===== src/rtl/uart_tx_fifo.sv =====
// uart_tx_fifo
// Memory-mapped transmit buffer between the CPU data bus and the UART
// transmitter. The CPU pushes bytes into a FIFO. A drain FSM pops them one at a
// time and hands each to the transmitter with a single-cycle tx_wr_en strobe.
//
// Handshake to the transmitter: in LOAD, tx_din is stable and tx_wr_en is high
// for exactly one cycle. The transmitter acknowledges by raising tx_busy, and
// signals completion by dropping it. If busy is not seen within 4 cycles of
// LOAD, the byte is abandoned and the FSM returns to IDLE.
//
// Ports:
//   clk        block clock (bus and transmitter share it)
//   reset_     asynchronous active-low reset
//   m_addr     CPU data address
//   m_wr_data  CPU write data
//   m_wr       CPU write strobe
//   m_rd       CPU read strobe
//   m_en       CPU data-bus enable
//   rd_data    register read data, combinational from m_addr
//   rd_hit     high when a bus read targets DATA_ADDR or STAT_ADDR
//   tx_din     byte to the transmitter, held until the next load
//   tx_wr_en   one-cycle load pulse to the transmitter
//   tx_busy    transmitter busy
//   fifo_empty registered FIFO-empty flag
//   overflow   sticky flag: a push arrived while the FIFO was full
//   fsm_state  drain FSM state, for debug and checkers
//              (0 IDLE, 1 LOAD, 2 WAIT_START, 3 WAIT_DONE)
module uart_tx_fifo #(
  parameter logic [10:0] DATA_ADDR  = 11'd101,
  parameter logic [10:0] STAT_ADDR  = 11'd102,
  parameter int          DEPTH_LOG2 = 4
) (
  input  logic        clk,
  input  logic        reset_,
  input  logic [10:0] m_addr,
  input  logic [7:0]  m_wr_data,
  input  logic        m_wr,
  input  logic        m_rd,
  input  logic        m_en,
  output logic [7:0]  rd_data,
  output logic        rd_hit,
  output logic [7:0]  tx_din,
  output logic        tx_wr_en,
  input  logic        tx_busy,
  output logic        fifo_empty,
  output logic        overflow,
  output logic [1:0]  fsm_state
);

  localparam int DEPTH = 1 << DEPTH_LOG2;
  localparam int PTR_W = DEPTH_LOG2;
  localparam int CNT_W = DEPTH_LOG2 + 1;
  localparam logic [PTR_W-1:0] PTR_ONE  = PTR_W'(1);
  localparam logic [CNT_W-1:0] CNT_ONE  = CNT_W'(1);
  localparam logic [CNT_W-1:0] CNT_FULL = CNT_W'(DEPTH);

  typedef enum logic [1:0] {
    ST_IDLE       = 2'd0,
    ST_LOAD       = 2'd1,
    ST_WAIT_START = 2'd2,
    ST_WAIT_DONE  = 2'd3
  } state_t;

  logic [7:0]       mem [DEPTH];
  logic [PTR_W-1:0] wr_ptr;
  logic [PTR_W-1:0] rd_ptr;
  logic [CNT_W-1:0] count;
  logic [CNT_W-1:0] count_d;
  logic [1:0]       wait_cnt;
  logic [1:0]       wait_cnt_d;
  state_t           state;
  state_t           state_d;

  logic wr_q;
  logic push_req;
  logic push_ok;
  logic overflow_set;
  logic flush;
  logic full;
  logic empty_i;
  logic pop;

  assign wr_q     = m_en & m_wr;
  assign push_req = wr_q & (m_addr == DATA_ADDR);
  assign flush    = wr_q & (m_addr == STAT_ADDR) & m_wr_data[7];
  assign full     = (count == CNT_FULL);
  assign empty_i  = (count == '0);

  // A pop in the same cycle frees a slot, so a push into a full FIFO still
  // lands when the drain FSM is popping.
  assign push_ok      = push_req & (~full | pop);
  assign overflow_set = push_req & full & ~pop;

  always_comb begin
    count_d = count;
    if (push_ok && !pop)      count_d = count + CNT_ONE;
    else if (pop && !push_ok) count_d = count - CNT_ONE;
  end

  // Drain FSM: next state and pop decision. A flush suppresses a new pop so
  // nothing from the discarded contents starts transmitting.
  always_comb begin
    state_d    = state;
    wait_cnt_d = 2'd0;
    pop        = 1'b0;
    case (state)
      ST_IDLE: begin
        if (!empty_i && !tx_busy && !flush) begin
          pop     = 1'b1;
          state_d = ST_LOAD;
        end
      end
      ST_LOAD: state_d = ST_WAIT_START;
      ST_WAIT_START: begin
        if (tx_busy)                state_d = ST_WAIT_DONE;
        else if (wait_cnt == 2'd3)  state_d = ST_IDLE;
        else                        wait_cnt_d = wait_cnt + 2'd1;
      end
      ST_WAIT_DONE: begin
        if (!tx_busy) state_d = ST_IDLE;
      end
      default: state_d = ST_IDLE;
    endcase
  end

  always_ff @(posedge clk or negedge reset_) begin
    if (!reset_) begin
      state      <= ST_IDLE;
      wait_cnt   <= 2'd0;
      tx_wr_en   <= 1'b0;
      tx_din     <= 8'd0;
      wr_ptr     <= '0;
      rd_ptr     <= '0;
      count      <= '0;
      fifo_empty <= 1'b1;
      overflow   <= 1'b0;
    end else begin
      state    <= state_d;
      wait_cnt <= wait_cnt_d;
      tx_wr_en <= (state_d == ST_LOAD);
      if (pop) tx_din <= mem[rd_ptr];

      if (flush) begin
        wr_ptr     <= '0;
        rd_ptr     <= '0;
        count      <= '0;
        fifo_empty <= 1'b1;
        overflow   <= 1'b0;
      end else begin
        if (push_ok) wr_ptr <= wr_ptr + PTR_ONE;
        if (pop)     rd_ptr <= rd_ptr + PTR_ONE;
        count      <= count_d;
        fifo_empty <= (count_d == '0);
        if (overflow_set) overflow <= 1'b1;
      end
    end
  end

  // Storage has no reset; pointers and count define what is valid.
  always_ff @(posedge clk) begin
    if (push_ok) mem[wr_ptr] <= m_wr_data;
  end

  // Register reads. The count field is the low 4 bits, so a full FIFO reads
  // 0 there and is identified by the full bit instead.
  always_comb begin
    rd_data = 8'd0;
    if (m_addr == DATA_ADDR)
      rd_data = {7'd0, full};
    else if (m_addr == STAT_ADDR)
      rd_data = {4'(count), (state != ST_IDLE), overflow, full, fifo_empty};
  end

  assign rd_hit    = m_en & m_rd & ((m_addr == DATA_ADDR) | (m_addr == STAT_ADDR));
  assign fsm_state = state;

endmodule

===== config.mk =====
export PLATFORM = sky130hd
export DESIGN_NAME = uart_tx_fifo
export DESIGN_NICKNAME = d
export VERILOG_FILES = /design/src/rtl/uart_tx_fifo.sv
export SDC_FILE = /design/constraint.sdc
export NUM_CORES = 1
export LEC_CHECK = 0
export CORE_ASPECT_RATIO = 1.25
export CORE_MARGIN = 1
export CORE_UTILIZATION = 26
export DETAILED_ROUTE_END_ITERATION = 16
export DONT_BUFFER_PORTS = 1
export PLACE_DENSITY_LB_ADDON = 0.1
export REMOVE_ABC_BUFFERS = 1
export SYNTH_ARGS = -nofsm -noshare
export SYNTH_HDL_FRONTEND = slang
export SYNTH_SLANG_ARGS = --single-unit

===== constraint.sdc =====
create_clock -name clk -period 3.75 [get_ports clk]
set_input_delay 0.1875 -clock clk [delete_from_list [all_inputs] [get_ports clk]]
set_output_delay 0.1875 -clock clk [all_outputs]
set_load 0.005 [all_outputs]

After elaboration in Yosys (flattened, before gate mapping)
Memories as Yosys holds them, arrays and structs flattened. A register that Yosys moved wholly into a read port is not among the register bits. Cells that the tools add are included.

Memory bits (writable): 128. Bits in registers: 20. Input bits: 25. Output and inout bits: 22. Memories: 1.

Memory list: mem (depth 16, width 8, rd ports 1, clocked after memory_dff 1, wr ports 1, RTL line 64) `logic [7:0] mem [DEPTH];`.

Eq/ne operators: 8. $add $sub $neg: 5. Bitwise logic cells: 13. Reductions and logical operators: 17. Mux-type cells: 24.

Operators with widths (number): equality test 11 x 7 -> 1 bit, second input constant (2); 2-to-1 mux 4 bit (4); 2-to-1 mux 8 bit (2); 2-to-1 mux 5 bit (3); 2-to-1 mux 2 bit (7); zero test 5 bit (2); AND 1 bit (9); adder 4 x 1 -> 4 bit, second input constant (2); case mux 2 bit (4 select lines) (1); nonzero test 2 bit (4); 2-to-1 mux 1 bit (7); equality test 2 bit, second input constant (3); zero test 1 bit (6); adder 5 x 1 -> 5 bit, second input constant (1); equality test 5 bit, second input constant (1); subtractor 5 x 1 -> 5 bit, second input constant (1); equality test 2 x 1 -> 1 bit, second input constant (2); logical AND 1 bit (4); adder 2 x 1 -> 2 bit, second input constant (1); zero test 2 bit (1); inverter 1 bit (2); OR 1 bit (2).

Longest topological paths before layout
Gate-level depths: netlist (run 1).

Depth in word-level cells: 15. Gate-level depth with buffers: 10.

Worst setup path after synthesis (run 1)
No wires, ideal clock.

Path type: register -> register. From: reg count[0]. To: mem mem[0][0], enable pin. Cell stages (with the launch flop): 9. Path slack: 1.119 ns. Clock period less this slack: 2.631 ns. Library setup time: 0.395 ns. Data required time: 3.355 ns. Arrival: 2.237 ns. Path through: dfrtp_1 -> inv_1 -> ha_1 -> nor4b_1 -> nor4_1 -> nand2_1 -> inv_2 -> o21ai_2 -> nor4_1.

Longest elaborated chain between the ends: 10. Elaborated cells on any way between the ends: 12. Classes of those cells: 1 x eq/ne; 4 x mux; 3 x bitwise; 4 x reduce/logical.

RTL lines: start, declared (RTL line 67) `logic [CNT_W-1:0] count;`; start signal, assigned (RTL line 152) `count <= count_d;`; zero test 5 bit (RTL line 87) `assign empty_i = (count == '0);`; zero test 1 bit (RTL line 108) `if (!empty_i && !tx_busy && !flush) begin`; logical AND 1 bit (2 in series) (RTL line 108); 2-to-1 mux 1 bit (RTL line 108); 2-to-1 mux 1 bit (RTL line 106) `case (state)`; OR 1 bit * (RTL line 91) `assign push_ok = push_req & (~full | pop);`; AND 1 bit * (RTL line 91); 2-to-1 mux 1 bit * (RTL line 161) `if (push_ok) mem[wr_ptr] <= m_wr_data;`; 2-to-1 mux 1 bit (implied by the code) * (RTL line 161); end, declared (RTL line 64).

Every way passes the cells marked *; elsewhere a longest branch is shown, timed or not.

Worst setup path after layout (run 1)
From: reg count[0]. To: mem mem[14][4], enable pin.

Same word-level chain as after synthesis.

==> results of run 1 <==
==> area by class of cell <==
| class | instances | area (µm²) | share of cell area |
|---|---|---|---|
| clock buffers | 17 | 425.4 | 0.05546 |
| clock inverters | 15 | 131.4 | 0.01713 |
| inverters | 9 | 33.78 | 0.004405 |
| multi-input cells | 197 | 1904 | 0.2483 |
| flip-flops and latches | 156 | 4547 | 0.5928 |
| well taps | 330 | 412.9 | 0.05383 |
| repair buffers | 22 | 215.2 | 0.02806 |
==> power by group <==
group / total [mW] / leakage, nW / internal, mW / switching (mW)
combinational: 1.07 / 0.779 / 0.566 / 0.505
clock: 1.61 / 0.273 / 0.872 / 0.742
sequential: 2.20 / 1.50 / 1.98 / 0.222
total: 4.89 / 2.55 / 3.42 / 1.47
==> layout by cell type (no fill, tap or decap), types with 4 or more instances in the layout <==
cell,instances
nand3_1,6
nor4_2,6
a21oi_1,10
mux4_2,40
and2_1,14
clkbuf_16,17
inv_6,5
buf_4,10
dfrtp_1,26
nor3_1,4
nor2_1,20
o21ai_0,5
nand4_1,4
edfxtp_1,128
nand2_1,34
ha_1,9
xnor2_1,6
dlygate4sd3_1,10
inv_1,8
==> registers in the layout, summed over array words and instances (netlist names), 2 cells and up <==
signal     flops
count          5
fsm_state      2
mem          128
rd_ptr         4
tx_din         8
wait_cnt       2
wr_ptr         4
==> final timing paths <==
kind | slack (ns) | to
worst max register to register | 0.72 | mem[14][4]
min in group asynchronous | 0.23 | rd_ptr[3]
max in group asynchronous | 3.28 | fifo_empty
worst min register to register | 0.46 | wait_cnt[0]
worst min-delay path | 0.1 | tx_wr_en
worst max-delay path | 0.72 | mem[14][4]
==> critical path, stage by stage (launching register included) <==
cell      delay [ns]
dfrtp_1         0.45
inv_1           0.14
ha_1            0.24
nor4b_1         0.16
nor4_2          0.19
nand2_1         0.15
a21boi_1        0.40
nand3_1         0.22
nor2_1          0.71
==> routing by layer <==
layer / part of all wire / wire (µm) / up-vias
met5: 0 / 0 / -
met4: 0.0063 / 101 / 0
met3: 0.045 / 711 / 4
met2: 0.52 / 8364 / 82
met1: 0.43 / 6787 / 1787
li1: - / - / 1535
==> synth_stat cells, types with 2 or more instances <==
| library cell | count | area [µm²] |
|---|---|---|
| mux4_2 | 40 | 900.9 |
| a21oi_1 | 10 | 50.05 |
| buf_1 | 2 | 7.510 |
| nand2_1 | 34 | 127.6 |
| inv_1 | 8 | 30.03 |
| or4_1 | 2 | 15.01 |
| dfrtp_1 | 27 | 675.7 |
| xor2_1 | 2 | 17.52 |
| ha_1 | 9 | 112.6 |
| nor3_1 | 4 | 20.02 |
| and3_1 | 3 | 18.77 |
| nor4b_1 | 2 | 17.52 |
| and4b_1 | 2 | 20.02 |
| clkbuf_1 | 6 | 22.52 |
| nor4bb_1 | 2 | 20.02 |
| nand3_1 | 6 | 30.03 |
| edfxtp_1 | 128 | 3844 |
| o21ai_0 | 5 | 25.02 |
| and2_1 | 14 | 87.58 |
| xnor2_1 | 6 | 52.55 |
| or3_1 | 2 | 12.51 |
| buf_2 | 8 | 40.04 |
| nor4_1 | 6 | 37.54 |
| nor3b_1 | 3 | 22.52 |
| and4_1 | 3 | 26.28 |
| nor2_1 | 20 | 75.07 |
| nor2b_1 | 3 | 18.77 |
| nand4_1 | 4 | 25.02 |
==> kinds of logic (layout without fill, tap and decap cells) <==
group / after synthesis / in the layout / synth area share
DFF: 156 / 156 / 0.6961
and+or+nand+nor: 114 / 114 / 0.09523
muxes: 41 / 41 / 0.1395
buffers and inverters: 26 / 63 / 0.01705
AOI/OAI and AO/OA: 25 / 25 / 0.02415
adders and majority gates: 9 / 9 / 0.01724
xor gates and xnor gates: 8 / 8 / 0.01073
==> through the flow <==
stage          cell area, µm²  TNS, ns
2_1_floorplan            6452  -0.8983
3_3_place_gp             6993        0
3_5_place_dp             6993        0
4_1_cts                  7670        0
5_1_grt                  7670        0
6_report                 7670        0
==> repair_timing <==
| item | 4_1_cts | 5_1_grt |
|---|---|---|
| setup endpoints to repair | 0 | 0 |
| hold buffers | 11 | 0 |
| endpoints found under the hold margin | 160 | 0 |
| gates resized for setup | 0 | 0 |
==> reports/metrics.csv, run 1 <==
metric,value,unit
status,completed,
dpl.hpwl,11120,µm
rsz0062_at_grt,no,
place_congestion,0.7905,
clock.fmax,329.7,MHz
tightestPinTransition,0.8686,ns
cts_buffers,17,
dieArea,25760,µm²
h-tree-depth,4,
max-cap-violations,0,
grt_max_degree,36,
grt_util_met3,0.03659,
syn_inst,379,
post-cts-setup-buffers,0,
setup.worst_path.end_class,flip-flop,
top_usage_layer,met2,
drv_slew,0,
critPathMaxFanout,8,
fin_ws,0.7169,ns
synth_ff_type,edfxtp_1,
syn_to_final_growth,17.46,%
relSlewSlack,0.4188,
initial_core_util,0.2656,
antenna_found_initial,1,
critical_path_class,flip-flop to flip-flop,
track_usage,0.1343,
synth_edf_count,128,
cp.required,3.79,ns
ys_types,46,
gr-total-overflow,0,
wirelength,15970,µm
synthesis.area,6530,µm²
drc,0,
final_util,0.3120,
grtUsageMet1,0.1619,
cts_tree,yes,
dpl.cell_count,703,
min_period,3.033,ns
grt_pass1_wl,23710,µm
hold_slack,0.09736,ns
max-clock-path-buffers,2,
p_leak,2.555,nW
num_vias,3408,
cp.arrival,3.08,ns
finalHoldViolCount,0,
drt_iter0_drc,283,
fin_crit_sh,0.8088,
post_drt_wl_per_cell,21.40,µm
finalNonFillerCells,746,
hold_class,primary input to flip-flop,
ys.warnings.count,0,
first_global_vias,3622,
start_kind,flip-flop,
power.density,637.4,nW/µm²
firstDrtPassIters,4,
die_y,179.2,µm
worstReg2RegStart,count[0],
ys_seq_elements,156,
row_count,64,
clkLatencyLatePin,0.42,ns
synth.avg_cell_area,17.23,µm²
drt.antenna.violating_nets,0,
reg2regPathDepth,8,
skew,0.01092,ns
max-vdd-ir-drop,0.0002337,V
numClockSinks,156,
drive_gt1_frac,0.2308,
cts.clk_slew.worst_paths,0.06,ns
io_pins,47,
core,24580,µm²
finalSetupViolCount,0,
hold_start,tx_busy,
async_reset_ff_frac,0.1795,
whs_path_depth,3,
dieWidth,143.7,µm
portBuffers,0,
clockRootBuffer,clkbuf_16,
power,4.889,mW
place_ws,0.7419,ns
crit_path_start,count[0],
num-nets-final,437,
seq_area_frac_synth,0.6961,
grt_use_met2,0.2334,
via_per_inst,4.568,
fill_cells,2396,
num_antenna_cells,0,
No activity file was read; power rests on OpenSTA's default activity.
==> run 2: changes to the inputs <==
--- a/config.mk
+++ b/config.mk
@@ -5,6 +5,7 @@
 export SDC_FILE = /design/constraint.sdc
 export NUM_CORES = 1
 export LEC_CHECK = 0
+export ABC_AREA = 1
 export CORE_ASPECT_RATIO = 1.25
 export CORE_MARGIN = 1
 export CORE_UTILIZATION = 26
==> constraint.sdc (replaced) <==
create_clock -name clk -period 3 [get_ports clk]
set_input_delay 0.15 -clock clk [delete_from_list [all_inputs] [get_ports clk]]
set_output_delay 0.15 -clock clk [all_outputs]
set_load 0.005 [all_outputs]
==> run 2 against run 1 <==
  * Global-route usage increased by 0.64 points
  * Critical endpoint is now mem[14][1]
  * Largest power group unchanged
  * Power increased by 38%
  * Via count increased by 26%
  * Clock skew increased by 0.0075 ns
  * Non-clock buffer count increased by 9
  * Sequential share of layout area decreased by 2.5 points
==> reports/metrics.csv, run 2 <==
metric,value,unit
drt.antenna.violating_nets,0,
status,completed,
numClockSinks,156,
clockRootBuffer,clkbuf_16,
core,25460,µm²
firstDrtPassIters,4,
num_antenna_cells,0,
finalHoldViolCount,0,
p_leak,2.929,nW
grt_pass1_wl,27070,µm
grtUsageMet1,0.1686,
rsz0062_at_grt,no,
yosysMostFrequentCell,edfxtp_1,
cp.arrival,2.51,ns
skew,0.01844,ns
drc,0,
cp_num_buf_inv,3,
power,6.770,mW
syn_to_final_growth,18.13,%
dieWidth,146.4,µm
drt_iter0_drc,246,
crit_path_frequent_cell,nand2_4,
portBuffers,0,
worstReg2RegStart,count[0],
num-nets-final,610,
post-cts-setup-buffers,0,
synth.avg_cell_area,12.30,µm²
synthTopCellsByCount,"edfxtp_1 (128), nor2_1 (100), nand2_1 (63), o21ai_0 (35)",
postLayoutCellArea,8004,µm²
min_period,2.468,ns
row_count,65,
synth_top_area_share,0.5673,
h-tree-depth,4,
via_per_inst,4.630,
critPathMaxFanout,9,
hold_class,primary input to flip-flop,
reg_top3,"mem x128, tx_din x8, count x5",
max-clock-path-buffers,2,
cp.required,3.04,ns
crit_path_start,count[0],
place_area,7252,µm²
largest_reg_flops,128,
synth_edf_count,128,
start_kind,flip-flop,
async_reset_ff_frac,0.1795,
synth_top_cell_by_area,edfxtp_1,
place_congestion,0.8356,
syn_inst,551,
relSlewSlack,0.4051,
ys_types,39,
hold_slack,0.03468,ns
initial_core_util,0.2662,
regMostFlops,mem,
place_ws,0.5241,ns
fin_crit_sh,0.8228,
max-vdd-ir-drop,0.0003651,V
antenna_found_initial,0,
grt_max_degree,67,
mostFrequentLayoutCells,"edfxtp_1 (128), nor2_1 (100), nand2_1 (63)",
grt_use_met2,0.2404,
clock.fmax,405.1,MHz
synth_area_leaders,"edfxtp_1 (57%), dfrtp_1 (10%), nor2_1 (5.5%)",
cts_tree,yes,
wirelength,17920,µm
tightestPinTransition,0.8895,ns
drive_gt1_frac,0.1324,
dpl.hpwl,12010,µm
fin_ws,0.5316,ns
track_usage,0.1407,
cpLargestDelayFamily,simple AND/OR/NAND/NOR gates,
hold_start,m_addr[1],
num_vias,4278,
synthesis.area,6775,µm²
mostFrequentLayoutCell,edfxtp_1,
ys.warnings.count,0,
crit_slowest_cell,nor2_1,
die_y,182.5,µm
dieArea,26710,µm²
clkLatencyLatePin,0.43,ns
crit_chain,inv_1 -> ha_1 -> nand3_2 -> nand2_2 -> clkinv_4 -> nand2_8 -> nand2_4 -> nand2_4 -> inv_2 -> nand2_1 -> nor2_1,
seq_area_frac_synth,0.6709,
setup_tns,0,ns
drv_slew,0,
cts.clk_slew.worst_paths,0.07,ns
synth_ff_type,edfxtp_1,
grt_util_met3,0.03650,
gr-total-overflow,0,
setup.worst_path.end_class,flip-flop,
first_global_vias,4417,
power.density,845.8,nW/µm²
ys_seq_elements,156,
io_pins,47,
cts_buffers,17,
max-cap-violations,0,
max_stage_delay,0.56,ns
critical_path_class,flip-flop to flip-flop,
top_usage_layer,met2,
post_drt_wl_per_cell,19.39,µm
finalSetupViolCount,0,
run 2: changes by cell type in the layout (fill, tap and decap cells not counted), moves of 20 or more:
| cell | before | now |
|---|---|---|
| mux2i_1 | 1 | 21 |
| mux4_2 | 40 | 0 |
| o221ai_1 | 0 | 21 |
| nor2_1 | 20 | 100 |
| nand2_1 | 34 | 63 |
| o21ai_0 | 5 | 35 |
run 2: through the flow:
stage,util,std cells
3_5_place_dp,0.2849,880
5_1_grt,0.3144,924
2_1_floorplan,-,526
6_report,0.3144,924
4_1_cts,0.3144,924
3_3_place_gp,0.2849,880
run 2: worst min-delay path: stages:
cell	delay [ns]
inv_1	0.11
nor4_1	0.08
nand4_1	0.07
nand2_1	0.05
run 2: cell families (layout without fill, tap and decap cells):
| kind of cell | count (synthesis) | count (layout) | share of synthesized area |
|---|---|---|---|
| and+or+nand+nor | 208 | 208 | 0.1457 |
| DFF | 156 | 156 | 0.6709 |
| AOI/OAI and AO/OA | 92 | 92 | 0.09104 |
| buffers and inverters | 58 | 96 | 0.03564 |
| muxes | 21 | 21 | 0.03102 |
| adders and majority gates | 9 | 9 | 0.01662 |
| xor gates and xnor gates | 7 | 7 | 0.009049 |
run 2: final cells by class:
| type | count | area (µm²) |
|---|---|---|
| fill | 2585 | 17450 |
| sequential | 156 | 4548 |
| multi-input combinational | 337 | 1988 |
| clock buffer | 18 | 429.2 |
| tap | 335 | 419.2 |
| timing repair buffer | 31 | 297.8 |
| clock inverter | 14 | 192.7 |
| inverter | 33 | 128.9 |
run 2: timing repair:
item | in CTS | in global routing
hold buffers | 12 | 0
gates resized for setup | 0 | 0
endpoints found under the hold margin | 162 | 0
run 2: worst paths after layout:
kind / slack (ns) / end / cells past startpoint
min in group asynchronous: 0.16 / count[0] / 2
setup reg to reg: 0.53 / mem[14][1] / 11
hold reg to reg: 0.44 / wait_cnt[0] / 1
setup / recovery: 0.53 / mem[14][1] / 11
max in group asynchronous: 2.60 / fifo_empty / 2
hold / removal: 0.03 / fifo_empty / 4
run 2: power breakdown:
part           switching (mW)  leakage, nW  total, mW  internal [mW]
sequential              0.268         1.48       2.75           2.48
combinational            1.12         1.15       1.75          0.631
clock                   0.873        0.300       2.27           1.40
total                    2.26         2.93       6.77           4.51
run 2: per-layer routing:
metal,part of all wire,up-vias
met2,0.50,80
met5,0,-
met3,0.035,18
met1,0.44,2136
li1,-,2044
met4,0.024,0
